**src/rtl/cheri_dm_abstract_cmd.sv**
```systemverilog
// CHERI debug module abstract command engine: decodes the abstract command
// register, stages the command word into debug memory, runs the hart
// transfer/program-buffer handshake and keeps the sticky cmderr code.
module cheri_dm_abstract_cmd #(
   parameter int unsigned DATA_WIDTH  = 33,
   parameter int unsigned ACK_TIMEOUT = 255
) (
   input  logic                  clk_i,
   input  logic                  rstn_i,
   input  logic                  dmactive_i,
   input  logic                  cmd_we_i,
   input  logic [31:0]           cmd_i,
   input  logic                  data_we_i,
   input  logic [1:0]            data_idx_i,
   input  logic [DATA_WIDTH-1:0] data_wdata_i,
   output logic [DATA_WIDTH-1:0] data_rdata_o,
   input  logic [2:0]            cmderr_clr_i,
   output logic                  ac_en_o,
   output logic                  ac_write_o,
   output logic [3:0]            ac_addr_o,
   output logic [DATA_WIDTH-1:0] ac_wdata_o,
   input  logic [DATA_WIDTH-1:0] ac_rdata_i,
   output logic                  debug_transfer_reg_o,
   output logic                  debug_transfer_csr_o,
   output logic                  debug_transfer_scr_o,
   output logic                  debug_transfer_pgmb_o,
   input  logic                  debug_transfer_ack_i,
   input  logic                  halted_i,
   input  logic                  exception_i,
   output logic                  busy_o,
   output logic [2:0]            cmderr_o
);

   localparam int unsigned CNT_W = 8;
   localparam logic [CNT_W-1:0] TIMEOUT_LAST = CNT_W'(ACK_TIMEOUT - 1);

   localparam logic [2:0] ERR_BUSY   = 3'd1;
   localparam logic [2:0] ERR_NOTSUP = 3'd2;
   localparam logic [2:0] ERR_EXC    = 3'd3;
   localparam logic [2:0] ERR_HALT   = 3'd4;

   localparam logic [1:0] CLS_CSR = 2'd0;
   localparam logic [1:0] CLS_REG = 2'd1;
   localparam logic [1:0] CLS_SCR = 2'd2;

   typedef enum logic [2:0] {
      S_IDLE, S_ISSUE, S_XFER, S_XWAIT, S_PEXEC, S_PWAIT
   } state_e;

   state_e           state_q, state_d;
   logic             busy_q, busy_d;
   logic [2:0]       cmderr_q, cmderr_d;
   logic [CNT_W-1:0] wait_cnt_q, wait_cnt_d;
   logic [31:0]      cmd_q, cmd_d;
   logic [1:0]       cls_q, cls_d;
   logic             pexec_q, pexec_d;

   // Command field decode
   logic [7:0]  cmdtype;
   logic [2:0]  aarsize;
   logic        postexec, transfer;
   logic [15:0] regno;
   logic        is_csr, is_reg, is_scr, cmd_bad;
   logic [1:0]  cls_dec;
   logic        in_wait, timeout;

   assign cmdtype  = cmd_i[31:24];
   assign aarsize  = cmd_i[22:20];
   assign postexec = cmd_i[18];
   assign transfer = cmd_i[17];
   assign regno    = cmd_i[15:0];

   assign is_csr  = (regno[15:12] == 4'h0);
   assign is_reg  = (regno[15:5] == 11'h080);
   assign is_scr  = (regno[15:5] == 11'h100);
   assign cmd_bad = (cmdtype != 8'd0) || (aarsize != 3'd2) ||
                    (transfer && !(is_csr || is_reg || is_scr));
   assign cls_dec = is_reg ? CLS_REG : (is_scr ? CLS_SCR : CLS_CSR);

   assign in_wait = (state_q == S_XFER) || (state_q == S_XWAIT) ||
                    (state_q == S_PEXEC) || (state_q == S_PWAIT);
   assign timeout = in_wait && (wait_cnt_q == TIMEOUT_LAST);

   assign busy_o       = busy_q;
   assign cmderr_o     = cmderr_q;
   assign data_rdata_o = ac_rdata_i;

   // State and bookkeeping registers
   always_ff @(posedge clk_i or negedge rstn_i) begin
      if (!rstn_i) begin
         state_q    <= S_IDLE;
         busy_q     <= 1'b0;
         cmderr_q   <= 3'd0;
         wait_cnt_q <= '0;
         cmd_q      <= 32'd0;
         cls_q      <= CLS_CSR;
         pexec_q    <= 1'b0;
      end else begin
         state_q    <= state_d;
         busy_q     <= busy_d;
         cmderr_q   <= cmderr_d;
         wait_cnt_q <= wait_cnt_d;
         cmd_q      <= cmd_d;
         cls_q      <= cls_d;
         pexec_q    <= pexec_d;
      end
   end

   // Next-state, error and wait-counter logic
   always_comb begin
      logic       err_set;
      logic [2:0] err_code;
      state_d  = state_q;
      cmd_d    = cmd_q;
      cls_d    = cls_q;
      pexec_d  = pexec_q;
      err_set  = 1'b0;
      err_code = 3'd0;

      if (cmd_we_i && (cmderr_q == 3'd0)) begin
         if (busy_q) begin
            err_set  = 1'b1;
            err_code = ERR_BUSY;
         end else if (cmd_bad) begin
            err_set  = 1'b1;
            err_code = ERR_NOTSUP;
         end else if (!halted_i) begin
            err_set  = 1'b1;
            err_code = ERR_HALT;
         end else begin
            cmd_d   = cmd_i;
            cls_d   = cls_dec;
            pexec_d = postexec;
            if (transfer)      state_d = S_ISSUE;
            else if (postexec) state_d = S_PEXEC;
         end
      end

      if (data_we_i && busy_q) begin
         err_set  = 1'b1;
         err_code = ERR_BUSY;
      end

      // Progress beats timeout when both land in the same cycle
      case (state_q)
         S_ISSUE: state_d = S_XFER;
         S_XFER: begin
            if (debug_transfer_ack_i) state_d = S_XWAIT;
            else if (timeout) begin
               err_set  = 1'b1;
               err_code = ERR_EXC;
               state_d  = S_IDLE;
            end
         end
         S_XWAIT: begin
            if (halted_i) state_d = pexec_q ? S_PEXEC : S_IDLE;
            else if (timeout) begin
               err_set  = 1'b1;
               err_code = ERR_EXC;
               state_d  = S_IDLE;
            end
         end
         S_PEXEC: begin
            if (debug_transfer_ack_i) state_d = S_PWAIT;
            else if (timeout) begin
               err_set  = 1'b1;
               err_code = ERR_EXC;
               state_d  = S_IDLE;
            end
         end
         S_PWAIT: begin
            if (halted_i) state_d = S_IDLE;
            else if (timeout) begin
               err_set  = 1'b1;
               err_code = ERR_EXC;
               state_d  = S_IDLE;
            end
         end
         default: ;
      endcase

      if (busy_q && exception_i) begin
         err_set  = 1'b1;
         err_code = ERR_EXC;
         state_d  = S_IDLE;
      end

      // Clear first so a same-cycle error replaces a cleared code
      cmderr_d = cmderr_q & ~cmderr_clr_i;
      if (err_set && (cmderr_d == 3'd0)) cmderr_d = err_code;

      if (state_d != state_q) wait_cnt_d = '0;
      else if (in_wait)       wait_cnt_d = wait_cnt_q + CNT_W'(1);
      else                    wait_cnt_d = wait_cnt_q;

      busy_d = (state_d != S_IDLE);

      if (!dmactive_i) begin
         state_d    = S_IDLE;
         cmderr_d   = 3'd0;
         wait_cnt_d = '0;
         busy_d     = 1'b0;
      end
   end

   // Memory port and hart request flags
   always_comb begin
      ac_en_o               = 1'b0;
      ac_write_o            = 1'b0;
      ac_addr_o             = {2'b00, data_idx_i};
      ac_wdata_o            = '0;
      debug_transfer_reg_o  = 1'b0;
      debug_transfer_csr_o  = 1'b0;
      debug_transfer_scr_o  = 1'b0;
      debug_transfer_pgmb_o = 1'b0;
      if (dmactive_i) begin
         case (state_q)
            S_IDLE: begin
               if (data_we_i) begin
                  ac_en_o    = 1'b1;
                  ac_write_o = 1'b1;
                  ac_wdata_o = data_wdata_i;
               end
            end
            S_ISSUE: begin
               ac_en_o    = 1'b1;
               ac_write_o = 1'b1;
               ac_addr_o  = 4'd2;
               ac_wdata_o = DATA_WIDTH'(cmd_q);
            end
            S_XFER: begin
               case (cls_q)
                  CLS_REG: debug_transfer_reg_o = 1'b1;
                  CLS_SCR: debug_transfer_scr_o = 1'b1;
                  default: debug_transfer_csr_o = 1'b1;
               endcase
            end
            S_PEXEC: debug_transfer_pgmb_o = 1'b1;
            default: ;
         endcase
      end
   end

endmodule
```
**config.mk**
```make
export PLATFORM = sky130hd
export DESIGN_NAME = cheri_dm_abstract_cmd
export DESIGN_NICKNAME = d
export VERILOG_FILES = /design/src/rtl/cheri_dm_abstract_cmd.sv
export SDC_FILE = /design/constraint.sdc
export NUM_CORES = 1
export LEC_CHECK = 0
export CAP_MARGIN = 10
export CELL_PAD_IN_SITES_DETAIL_PLACEMENT = 0
export CELL_PAD_IN_SITES_GLOBAL_PLACEMENT = 2
export CORE_ASPECT_RATIO = 0.7
export CORE_MARGIN = 2
export CORE_UTILIZATION = 21
export DETAILED_ROUTE_END_ITERATION = 10
export GPL_ROUTABILITY_DRIVEN = 0
export PLACE_DENSITY_LB_ADDON = 0.1
export SLEW_MARGIN = 20
export SYNTH_ARGS = -nofsm -noshare
export SYNTH_HDL_FRONTEND = slang
export SYNTH_SLANG_ARGS = --single-unit
export TNS_END_PERCENT = 20
```
**constraint.sdc**
```tcl
create_clock -name clk_i -period 5.4 [get_ports clk_i]
set_input_delay 1.08 -clock clk_i [delete_from_list [all_inputs] [get_ports clk_i]]
set_output_delay 1.08 -clock clk_i [all_outputs]
set_load 0.01 [all_outputs]
```
# Word-level counts from Yosys, hierarchy flattened
# Cells that the tools add are included.
classes:
  add_sub_neg: 1
  n_eq_ne: 13
  n_mux: 62
  bitwise_logic: 4
  n_reduce_logical: 24
op_table:
  columns: ["cell", "count"]
  rows:
  - ["3-bit 2-to-1 mux", 25]
  - ["33-bit 2-to-1 mux", 2]
  - ["33-bit one-hot mux with 2 select lines", 1]
  - ["8-bit 2-to-1 mux", 3]
  - ["1-bit 2-to-1 mux", 23]
  - ["3-bit one-hot mux with 5 select lines", 1]
  - ["11-bit by 8-bit equality test with 1-bit output, second input constant", 1]
  - ["11-bit by 9-bit equality test with 1-bit output, second input constant", 1]
  - ["3-bit zero test", 3]
  - ["8-bit by 1-bit adder with 8-bit output, second input constant", 1]
  - ["8-bit equality test, second input constant", 1]
  - ["2-bit 2-to-1 mux", 4]
  - ["8-bit nonzero test", 1]
  - ["1-bit logical OR", 7]
  - ["3-bit by 2-bit equality test with 1-bit output, second input constant", 2]
  - ["3-bit equality test, second input constant", 2]
  - ["1-bit logical AND", 6]
  - ["3-bit one-hot mux with 2 select lines", 1]
  - ["2-bit OR reduction", 3]
  - ["4-bit zero test", 1]
  - ["1-bit one-hot mux with 2 select lines", 2]
  - ["4-bit AND reduction", 1]
  - ["3-bit AND", 1]
  - ["3-bit by 1-bit equality test with 1-bit output, second input constant", 1]
  - ["9 further kinds", 10]
totals:
  register_bits: 50
  input_bits: 111
  output_inout_bits: 80
  wordCells: 111

# Depth between registers and ports, before layout
# Gate-level depths: netlist of run 1.
logic_depth:
  depth_word: 17
  ltp_mapped: 9
  depth_no_buf: 9

# Least setup slack after synthesis of run 1
# OpenSTA, ideal clock, no wires.
synth_path:
  path_type: "input -> output"
  startpoint: "in data_we_i"
  endpoint: "out ac_write_o"
  arrival_ps: 2086
  required_time_ps: 4320
  setup_slack_ps: 2234
  path_stages: 6
  path_buffers: 3
  cell_sequence: "and2_1 > clkbuf_1 > clkbuf_1 > nor2_1 > nor2_1 > buf_4"
synth_between:
  elab_chain_len: 3
synth_rtl:
  columns: ["item", "line", "rtl"]
  rows:
  - ["start, declared", "13", "input logic data_we_i,"]
  - ["1-bit 2-to-1 mux", null, null]
  - ["1-bit one-hot mux with 2 select lines", null, null]
  - ["1-bit 2-to-1 mux", null, null]
  - ["end, declared", "19", "output logic ac_write_o,"]
# No other way between the ends.

# Worst setup path in the final report of run 1
layout_path:
  startpoint: "reg state_q[1]"
  endpoint: "out ac_wdata_o[18]"
layout_between:
  elab_chain_len: 3
  elab_cells_between_ends: 4
  cone_classes: "eq/ne: 1; mux: 2; reduce/logical: 1"
layout_rtl:
  columns: ["item", "line", "rtl"]
  rows:
  - ["start, declared", "50", "state_e state_q, state_d;"]
  - ["start signal, assigned", "99", "state_q <= state_d;"]
  - ["3-bit by 1-bit equality test with 1-bit output / 3-bit zero test (equally long branches)", "217", "case (state_q)"]
  - ["33-bit one-hot mux with 2 select lines *", "217", null]
  - ["33-bit 2-to-1 mux *", "216", "if (dmactive_i) begin"]
  - ["end, declared", "21", "output logic [DATA_WIDTH-1:0] ac_wdata_o,"]
# Every way passes the cells marked *; elsewhere a longest branch is shown, timed or not.

==> results.md, run 1 <==
- Clk_lat worst skew: 0.29 ns
- Max_slew headroom: 31.41%
- Critical path data required time: 4.32 ns
- CP Cell Sequence: nor2_1, and2_1, buf_4, a22oi_1, nor2_1, clkdlybuf4s50_1
- PwrDens: 179.2 nW/um2
- Avg Synthesized Cell Area: 8.122 um2
- Post-synth top flop: dfrtp_1
- DRC viols: 0
- Peak VDD IR: 102.9 uV
- Detailed Route WL: 11.07 mm
- Area growth syn-to-layout: 39.73%
- Worst hold stages: 2
- Worst Min Path Start: cmd_q[13]
- Slew @ Worst Pin: 1.028 ns
- Post-CTS repair timing setup buffer count: 0
- Core Util, Final: 30.38%
- Comb pwr share: 17.4%
- RSZ-0062 raised after global routing: no
- Slowest CP cell: clkdlybuf4s50_1
- Leakage: 1.937 nW
- R2r setup slk: 2.68 ns
- Int Pwr: 617.1 uW
- Setup CP Type: reg -> out
- Share of power burned in registers: 45.5%
- Layout cells sized above 1: 5.451%
- TritonRoute pass-1 iters: 4
- Nets: 593
- Wirelength per Cell: 16.47 um
- R2R depth: 6
- Number of synthesized flops with an enable pin: 0
- Num Clock Sinks: 49
- Synthesized flop and latch total: 49
- Status: completed
- Hold Vio Cnt, Final: 0
- Chip width: 152.5 um
- # IOs: 191
- Fill count: 1589
- DR vias/cell: 4.387
- Max Root-Sink Buffers: 2
- Hold Buf Count CTS: 0
- Fmax: 249.5 MHz
- Yosys warnings: 0
- Vias in the first global route: 2957
- CP endpoint kind: primary output
- Full die area: 16460 um2
- Pin count of the biggest net entering global routing: 50
- First-pass GRT wire length: 17.18 mm
- DR vias: 2948
- PortBufs: 122
- Final Critical Period: 4.007 ns
- Worst Hold Class: reg -> reg
- Initial antenna violation count: 0
- CP arrival: 2.93 ns
- Root Buffer: clkbuf_16
- Post-route setup TNS: 0 ns
- Reg2reg end: busy_o
- Initial Utilization: 21.74%
- Antenna cells: 0
- H-tree depth: 2
- CP Buf/Inv Count: 2
- Register area share after synthesis: 37.84%
- FFs w/ async S/R, synth: 100.0%
- Hpwl dp: 8.135 mm
- Final setup vio count: 0
- Antenna-violating nets left: 0
- Switch Pwr: 194.2 uW
- Distinct cells, synth: 51
- Slew Viols, Final: 0
- Cells after synthesis: 399
- CTS tree: done
- CTS resizes: 0
- Total Routing Usage GR: 13.39%
- CTS clock-pin slew for the worst setup and hold paths: 0.07 ns
- Slowest cell delay on critical path: 0.60 ns
- Final Skew: 0.005837 ns
- Core footprint: 14910 um2
- Num rows: 37
- Grt ovf: 0
- WHS Endpoint: cmd_q[13]
- Clock power frac: 37.2%
- Final cycle utilization of the critical path: 74.21%
- Worst-path fanout max: 24
- Most used cell, CP: nor2_1
- Top delay family on crit path: buffers and inverters
- Crit Reg-Reg Startpoint: cmderr_o[0]
- CTS Buf Count: 5
- Synthesized cell area: 3241 um2
- Number of DRC markers in iteration 0: 189
- Max Cap Violations: 0
- Switching fraction of total power: 23.94%
- Element type at the critical path start: flip-flop
- Die Span Y: 107.9 um
## cell usage after synthesis (2+ instances only)
cell type | instances | area share [%]
or3_1 | 2 | 0.39
inv_1 | 6 | 0.69
a22oi_1 | 33 | 7.6
o31ai_1 | 2 | 0.46
a21o_1 | 3 | 0.69
nand2b_1 | 3 | 0.58
a21boi_0 | 2 | 0.46
nor4_1 | 2 | 0.39
xor2_1 | 3 | 0.81
nand2_1 | 83 | 9.6
buf_2 | 4 | 0.62
o41ai_2 | 2 | 1.0
o21ai_1 | 2 | 0.31
nor3_1 | 5 | 0.77
a31oi_1 | 4 | 0.77
and4_1 | 2 | 0.54
ha_1 | 4 | 1.5
o211ai_1 | 2 | 0.46
buf_4 | 36 | 8.3
clkbuf_1 | 17 | 2.0
o21ai_0 | 9 | 1.4
and3_1 | 2 | 0.39
or2_2 | 2 | 0.39
nand4_1 | 2 | 0.39
xnor2_1 | 3 | 0.81
nor2b_1 | 6 | 1.2
nand3_1 | 4 | 0.62
dfrtp_1 | 49 | 38
nand4b_1 | 2 | 0.54
a21oi_1 | 6 | 0.93
nor2_1 | 55 | 6.4
and2_1 | 23 | 4.4
## metrics by stage
stage,power (mW),hold WS (ns),cells,worst slack (ns),instance area [um2]
2_1_floorplan,0.4425,0.4351,400,2.234,3244
3_3_place_gp,0.5192,0.4533,666,1.396,4398
4_1_cts,0.8318,0.4775,672,1.381,4528
6_report,0.8113,0.4714,672,1.393,4528
5_1_grt,0.8510,0.4975,672,1.150,4528
3_5_place_dp,0.5188,0.4610,666,1.320,4398
## power groups by stage
stage | logic, mW | clock network, mW | registers [mW]
2_1_floorplan | 0.0665 | 0 | 0.376
3_3_place_gp | 0.143 | 0 | 0.376
3_5_place_dp | 0.143 | 0 | 0.376
4_1_cts | 0.144 | 0.319 | 0.369
5_1_grt | 0.155 | 0.328 | 0.369
6_report | 0.141 | 0.301 | 0.369
## layout by cell type, fill, tap and decap left out, types with 4 or more instances in the layout
master,instances
o21ai_0,9
nor2_1,54
buf_4,6
nand3_1,4
clkbuf_16,5
a22oi_1,33
ha_1,4
nor3_1,5
nand2_1,83
clkdlybuf4s50_1,121
dfrtp_1,49
inv_1,6
nor2b_1,6
a21oi_1,6
and2_1,23
a31oi_1,4
## worst max-delay path by stage
| stage | slack (ns) | start | to | cells past startpoint |
|---|---|---|---|---|
| final | 1.39 | state_q[1] | ac_wdata_o[18] | 6 |
| after floorplan | 2.23 | data_we_i | ac_write_o | 6 |
| after detailed placement | 1.32 | cmd_i[13] | wait_cnt_q[1] | 8 |
| after global routing | 1.15 | state_q[1] | ac_wdata_o[18] | 6 |
| after CTS | 1.38 | state_q[1] | ac_wdata_o[17] | 6 |
| after global placement | 1.40 | cmd_i[13] | wait_cnt_q[1] | 8 |
## metal layers
layer | up-vias | routed length, um | GRT usage, %
met5 | - | 0 | 0
met4 | 0 | 71 | 2.315
met3 | 9 | 670 | 3.407
met2 | 112 | 4160 | 18.31
met1 | 1356 | 6162 | 21.00
li1 | 1471 | - | -
## sequential cells by signal, summed over array words and instances, names as in the netlist
register / cells
busy_o: 1
cls_q: 2
cmd_q: 32
cmderr_o: 3
state_q: 3
wait_cnt_q: 8
## layout make-up
class                   count  area, um2  share of cell area (%)
clock inverters             1      5.005                  0.1105
well taps                 195      244.0                   5.388
clock buffers               5      125.1                   2.763
multi-input cells         288       1644                   36.31
flip-flops and latches     49       1226                   27.08
inverters                   6      22.52                  0.4974
repair buffers            128       1261                   27.85
## cell families after synthesis
logic type               synth area share, %
AO/OA/AOI/OAI                          18.19
XOR/XNOR                               1.622
adder cells (fa/ha/maj)                1.544
buffers and inverters                  11.62
flip-flops                             37.84
other                                 0.1157
AND/OR/NAND/NOR                        29.07
## worst reg2reg max path: stages (launching register included)
cell and delay (ns):
dfrtp_1 0.42, nor4b_4 0.36, nor2b_1 0.34, o2111ai_4 0.58, a2111oi_2 0.48, nor3_1 0.13
o31a_1 0.31
Note: power is estimated with default switching activity, not from simulation.
==> run 2, diff against run 1 <==
- CORE_UTILIZATION: 21 -> 20
- clock period: 5.4 -> 3.77 ns (I/O delays scaled with it)
==> run 2 against run 1 <==
Register-to-register slack worse by 1.3 ns. Clock skew hardly changed. Critical endpoint is now ac_wdata_o[22]. Global-route usage rose by 0.054 points. Sequential power up 43%. Worst setup slack worse by 1.0 ns. Die area increased by 4.8%. Total power grew 47%. Count of clock-buffer cells in the layout increased by 1. Critical path depth fell by 2. Clock power up 51%.
==> results.md, run 2 (same netlist as run 1, synthesis figures left out) <==
- CTS resizes: 0
- Pin count of the biggest net entering global routing: 39
- Leading registers by flop count: cmd_q x32, wait_cnt_q x8
- Peak VDD IR: 127.5 uV
- Slew @ Worst Pin: 0.8832 ns
- Storage element area: 1226 um2
- Slew Viols, Final: 0
- CTS tree: done
- CTS clock-pin slew for the worst setup and hold paths: 0.07 ns
- H-tree depth: 2
- Chip width: 156.1 um
- Nets: 596
- Commonest non-fill, non-tap cell in the layout: clkdlybuf4s50_1
- Die Span Y: 110.5 um
- Final hold slack: 0.4716 ns
- Layout cells sized above 1: 6.432%
- Hold Vio Cnt, Final: 0
- Full die area: 17250 um2
- Area growth syn-to-layout: 41.47%
- Commonest non-fill, non-tap cells in the layout: clkdlybuf4s50_1, nand2_1, nor2_1, dfrtp_1, a22oi_1
- Detailed Route WL: 11.51 mm
- Total Routing Usage GR: 13.44%
- Top reg by flops: cmd_q
- Post-route setup TNS: 0 ns
- CP endpoint kind: primary output
- Fill count: 1728
- Clk_lat worst skew: 0.29 ns
- Worst Hold Class: in -> async
- Post-CTS repair timing setup buffer count: 0
- Worst-path fanout max: 38
- CTS Buf Count: 5
- Max_slew headroom: 41.12%
- Initial Utilization: 20.65%
- Finished Cell Area: 4584 um2
- Hold Buf Count CTS: 0
- Final setup vio count: 0
- TritonRoute pass-1 iters: 4
- Area of the multi-input gates: 1645 um2
- Max Cap Violations: 0
- DR vias/cell: 4.406
- Num rows: 38
- Largest register FFs: 32
- PortBufs: 122
- Initial antenna violation count: 0
- Hpwl dp: 8.542 mm
- Core footprint: 15690 um2
- Element type at the critical path start: flip-flop
- Setup CP Type: reg -> out
- Number of DRC markers in iteration 0: 171
- Fmax: 293.7 MHz
- DRC viols: 0
- Root Buffer: clkbuf_16
- Max Root-Sink Buffers: 2
- Inst Count DP: 674
- First-pass GRT wire length: 18.04 mm
- Antenna cells: 0
- Num Clock Sinks: 49
- Leakage: 1.954 nW
- Post-DP Area: 4441 um2
- CP arrival: 2.65 ns
- Overall Power: 1.189 mW
- Critical path data required time: 3.02 ns
- # IOs: 191
- DR vias: 3005
- Final Skew: 0.006304 ns
- Wirelength per Cell: 16.88 um
- Antenna-violating nets left: 0
- Status: completed
- Final cycle utilization of the critical path: 90.30%
- Grt ovf: 0
- PwrDens: 259.4 nW/um2
- Final Non-Filler Cells: 682
- RSZ-0062 raised after global routing: no
- Vias in the first global route: 3088
- Final Critical Period: 3.404 ns
==> run 2: changes by cell type in the layout (fill, tap and decap cells not counted) <==
cell and change:
and2_1 -1, clkinvlp_4 +2, clkinv_2 -1, buf_4 +2, and2_2 +1, buf_12 +1
clkbuf_1 +1
==> run 2: layout make-up <==
| class | count | share of cell area (%) |
|---|---|---|
| clock inverters | 2 | 0.3275 |
| multi-input cells | 288 | 35.89 |
| repair buffers | 131 | 28.28 |
| clock buffers | 6 | 2.811 |
| flip-flops and latches | 49 | 26.75 |
| inverters | 6 | 0.4913 |
| well taps | 200 | 5.459 |
==> run 2: where the power goes <==
group | total (mW) | switching, mW | internal [mW]
combinational | 0.206 | 0.0850 | 0.121
clock | 0.455 | 0.208 | 0.247
sequential | 0.528 | 0.00131 | 0.527
==> run 2: path summary, 6_finish.rpt <==
path                                  start        endpoint  slack, ns  cells past startpoint
worst min register to register    cmd_q[11]       cmd_q[11]       0.47                      2
worst max register to register  cmderr_o[0]   wait_cnt_q[1]       1.36                      7
min in group clk_i                cmd_q[11]       cmd_q[11]       0.47                      2
worst max-delay path             state_q[0]  ac_wdata_o[22]       0.37                      4
max in group asynchronous            rstn_i       cmd_q[20]       2.49                      2
worst min-delay path                 rstn_i      state_q[1]       0.47                      1
==> run 2: stage by stage <==
stage               setup WS (ns)  util (%)
finish                     0.3655     29.22
global route               0.1232     29.22
CTS                        0.3590     29.22
detailed placement         0.3781     28.30
global placement           0.4929     28.30
floorplan                   1.102         -
==> run 2: layer usage <==
metal | global-route usage, % | share of wire [%] | vias to the layer above
met5 | 0 | 0 | -
met4 | 3.119 | 1.2 | 0
met3 | 2.826 | 7.0 | 24
met2 | 18.32 | 38 | 120
met1 | 21.14 | 54 | 1374
li1 | - | - | 1487
==> run 2: worst max-delay path: stages (launching register included) <==
cell and delay (ns):
dfrtp_1 0.60, and2_2 0.82, a22oi_1 0.20, nor2_1 0.12, clkdlybuf4s50_1 0.60
==> run 3, diff against run 2 <==
- ABC_AREA: not set -> 1
- SKIP_CTS_REPAIR_TIMING: not set -> 1
==> run 3 against run 2 <==
Die area increased by 6.2%. Wire length increased by 1.9%. Clock skew rose by 0.0013 ns. Clock power increased by 0.9%.
==> results.md, run 3 <==
- Comb pwr share: 41.2%
- CP Cell Sequence: nor2_4, buf_4, nand4_1, a21oi_1, clkdlybuf4s50_1
- Int Pwr: 1.090 mW
- PortBufs: 122
- Slowest cell delay on critical path: 0.60 ns
- Layout cells sized above 1: 8.711%
- Max_slew headroom: 51.64%
- CTS tree: done
- Pre-CTS WS: 0.5053 ns
- FFs w/ async S/R, synth: 100.0%
- Post-route setup TNS: 0 ns
- Slowest CP cell: nor2_4
- Area contributors post-synth: dfrtp_1, nand2_1, buf_4
- Cell taking the most area after synthesis: dfrtp_1
- DR vias/cell: 4.232
- Core footprint: 17020 um2
- Total Routing Usage GR: 12.69%
- Final Skew: 0.007605 ns
- Peak VDD IR: 132.2 uV
- Full die area: 18320 um2
- Share of power burned in registers: 32.8%
- Final cycle utilization of the critical path: 88.25%
- Metal3 WL: 650 um
- Fmax: 300.6 MHz
- Pin count of the biggest net entering global routing: 50
- Chip width: 160.9 um
- DR vias: 3407
- Final setup vio count: 0
- Root Buffer: clkbuf_16
- Critical path data required time: 3.02 ns
- Die Span Y: 113.8 um
- Avg Synthesized Cell Area: 6.978 um2
- Detailed Route WL: 11.73 mm
- Slew @ Worst Pin: 0.7244 ns
- Status: completed
- Leading registers by flop count: cmd_q x32, wait_cnt_q x8
- Nets: 688
- Top delay family on crit path: buffers and inverters
- Commonest cells in the netlist: nand2_1, inv_1, dfrtp_1
- Distinct cells, synth: 38
- Setup CP Type: reg -> out
- First-pass GRT wire length: 18.48 mm
- Yosys warnings: 0
- Synthesized cell area: 3447 um2
- CP arrival: 2.57 ns
- R2r setup slk: 1.06 ns
- TritonRoute pass-1 iters: 5
- # IOs: 191
- Leakage: 2.092 nW
- Worst Hold Class: reg -> reg
- Top Metal Used: met4
- DRC viols: 0
- Synthesized flop and latch total: 49
- Initial Utilization: 20.26%
- Final Non-Filler Cells: 805
- Met2 wire len: 4.891 mm
- Clock power frac: 26.1%
- Hold Vio Cnt, Final: 0
- Overall Power: 1.763 mW
- Hpwl dp: 8.726 mm
- Number of DRC markers in iteration 0: 207
- H-tree depth: 2
- CP Buf/Inv Count: 2
- CTS clock-pin slew for the worst setup and hold paths: 0.07 ns
- Post-synth top area share: 35.57%
- Commonest non-fill, non-tap cells in the layout: nand2_1, clkdlybuf4s50_1, inv_1, dfrtp_1, a21oi_1
- Switching fraction of total power: 38.16%
- Num Clock Sinks: 49
- Worst-path fanout max: 26
- Clk_lat worst skew: 0.29 ns
- Largest register FFs: 32
- Top reg by flops: cmd_q
- Grt ovf: 0
- Switch Pwr: 672.9 uW
- Register area share after synthesis: 35.57%
- Inst Count DP: 797
- Vias in the first global route: 3414
- Count leader, synth: nand2_1
- Cells after synthesis: 494
- PwrDens: 365.6 nW/um2
- Max Root-Sink Buffers: 2
- Wirelength per Cell: 14.57 um
- CTS Buf Count: 5
- Post-synth top flop: dfrtp_1
- RSZ-0062 raised after global routing: no
- Final Critical Period: 3.327 ns
- Antenna cells: 0
- Initial antenna violation count: 0
- Num rows: 40
- Antenna-violating nets left: 0
- CP endpoint kind: primary output
- Metal-1 WL: 6.128 mm
- Element type at the critical path start: flip-flop
- Final WS setup: 0.4429 ns
- Area growth syn-to-layout: 39.93%
- Max Cap Violations: 0
- Number of synthesized flops with an enable pin: 0
- Slew Viols, Final: 0
run 3: cells by family (layout without fill, tap and decap cells):
| family | Yosys count | after routing | share of synthesized area [%] |
|---|---|---|---|
| flops | 49 | 49 | 35.57 |
| other cells | 1 | 2 | 0.1088 |
| fa+ha+maj | 4 | 4 | 1.452 |
| simple gates | 240 | 240 | 32.60 |
| compound gates | 81 | 81 | 13.18 |
| buf+inv | 119 | 198 | 17.10 |
run 3: final cells by class:
class,count,area (um2)
Clock buffer,6,128.9
Clock inverter,2,13.76
Fill cell,1920,12190
Inverter,58,220.2
Multi-Input combinational cell,327,1642
Sequential cell,49,1226
Tap cell,231,289.0
Timing Repair Buffer,132,1304
run 3: path summary, 6_finish.rpt:
path                       depth (start not counted)              to       start
hold reg to reg                                    2       cmd_q[26]   cmd_q[26]
hold / removal                                     2       cmd_q[26]   cmd_q[26]
setup reg to reg                                  15   wait_cnt_q[1]  state_q[1]
max in group asynchronous                          2          busy_o      rstn_i
setup / recovery                                   5  ac_wdata_o[24]  state_q[1]
min in group asynchronous                          1     cmderr_o[0]      rstn_i
run 3: per-stage QoR:
stage | utilization, % | cell area [um2] | hold WS, ns
floorplan | - | 3451 | 0.4365
global placement | 27.51 | 4681 | 0.4491
detailed placement | 27.51 | 4681 | 0.4529
CTS | 28.35 | 4823 | 0.4730
global route | 28.35 | 4823 | 0.4956
finish | 28.35 | 4823 | 0.4695
run 3: worst reg2reg max path: stages (launching register included):
cell	delay, ns
dfrtp_1	0.51
nor2_4	0.60
nand2_1	0.25
nand2_2	0.21
nor2_4	0.07
inv_4	0.12
nand2_4	0.06
o21ai_2	0.05
nand2_1	0.07
nand3_1	0.08
nand2_1	0.09
nand2_2	0.09
nand2_1	0.07
nand2_2	0.09
nand3_4	0.15
nor2_2	0.12
run 3: per-layer routing:
| metal | up-vias | global-route usage (%) |
|---|---|---|
| li1 | 1736 | - |
| met1 | 1560 | 18.59 |
| met2 | 103 | 19.11 |
| met3 | 8 | 3.273 |
| met4 | 0 | 1.905 |
| met5 | - | 0 |
run 3: power groups by stage:
stage | Combinational, mW | Sequential, mW | Clock, mW
finish | 0.726 | 0.578 | 0.459
global route | 0.804 | 0.581 | 0.503
CTS | 0.742 | 0.578 | 0.481
detailed placement | 0.739 | 0.588 | 0
global placement | 0.743 | 0.588 | 0
floorplan | 0.455 | 0.575 | 0
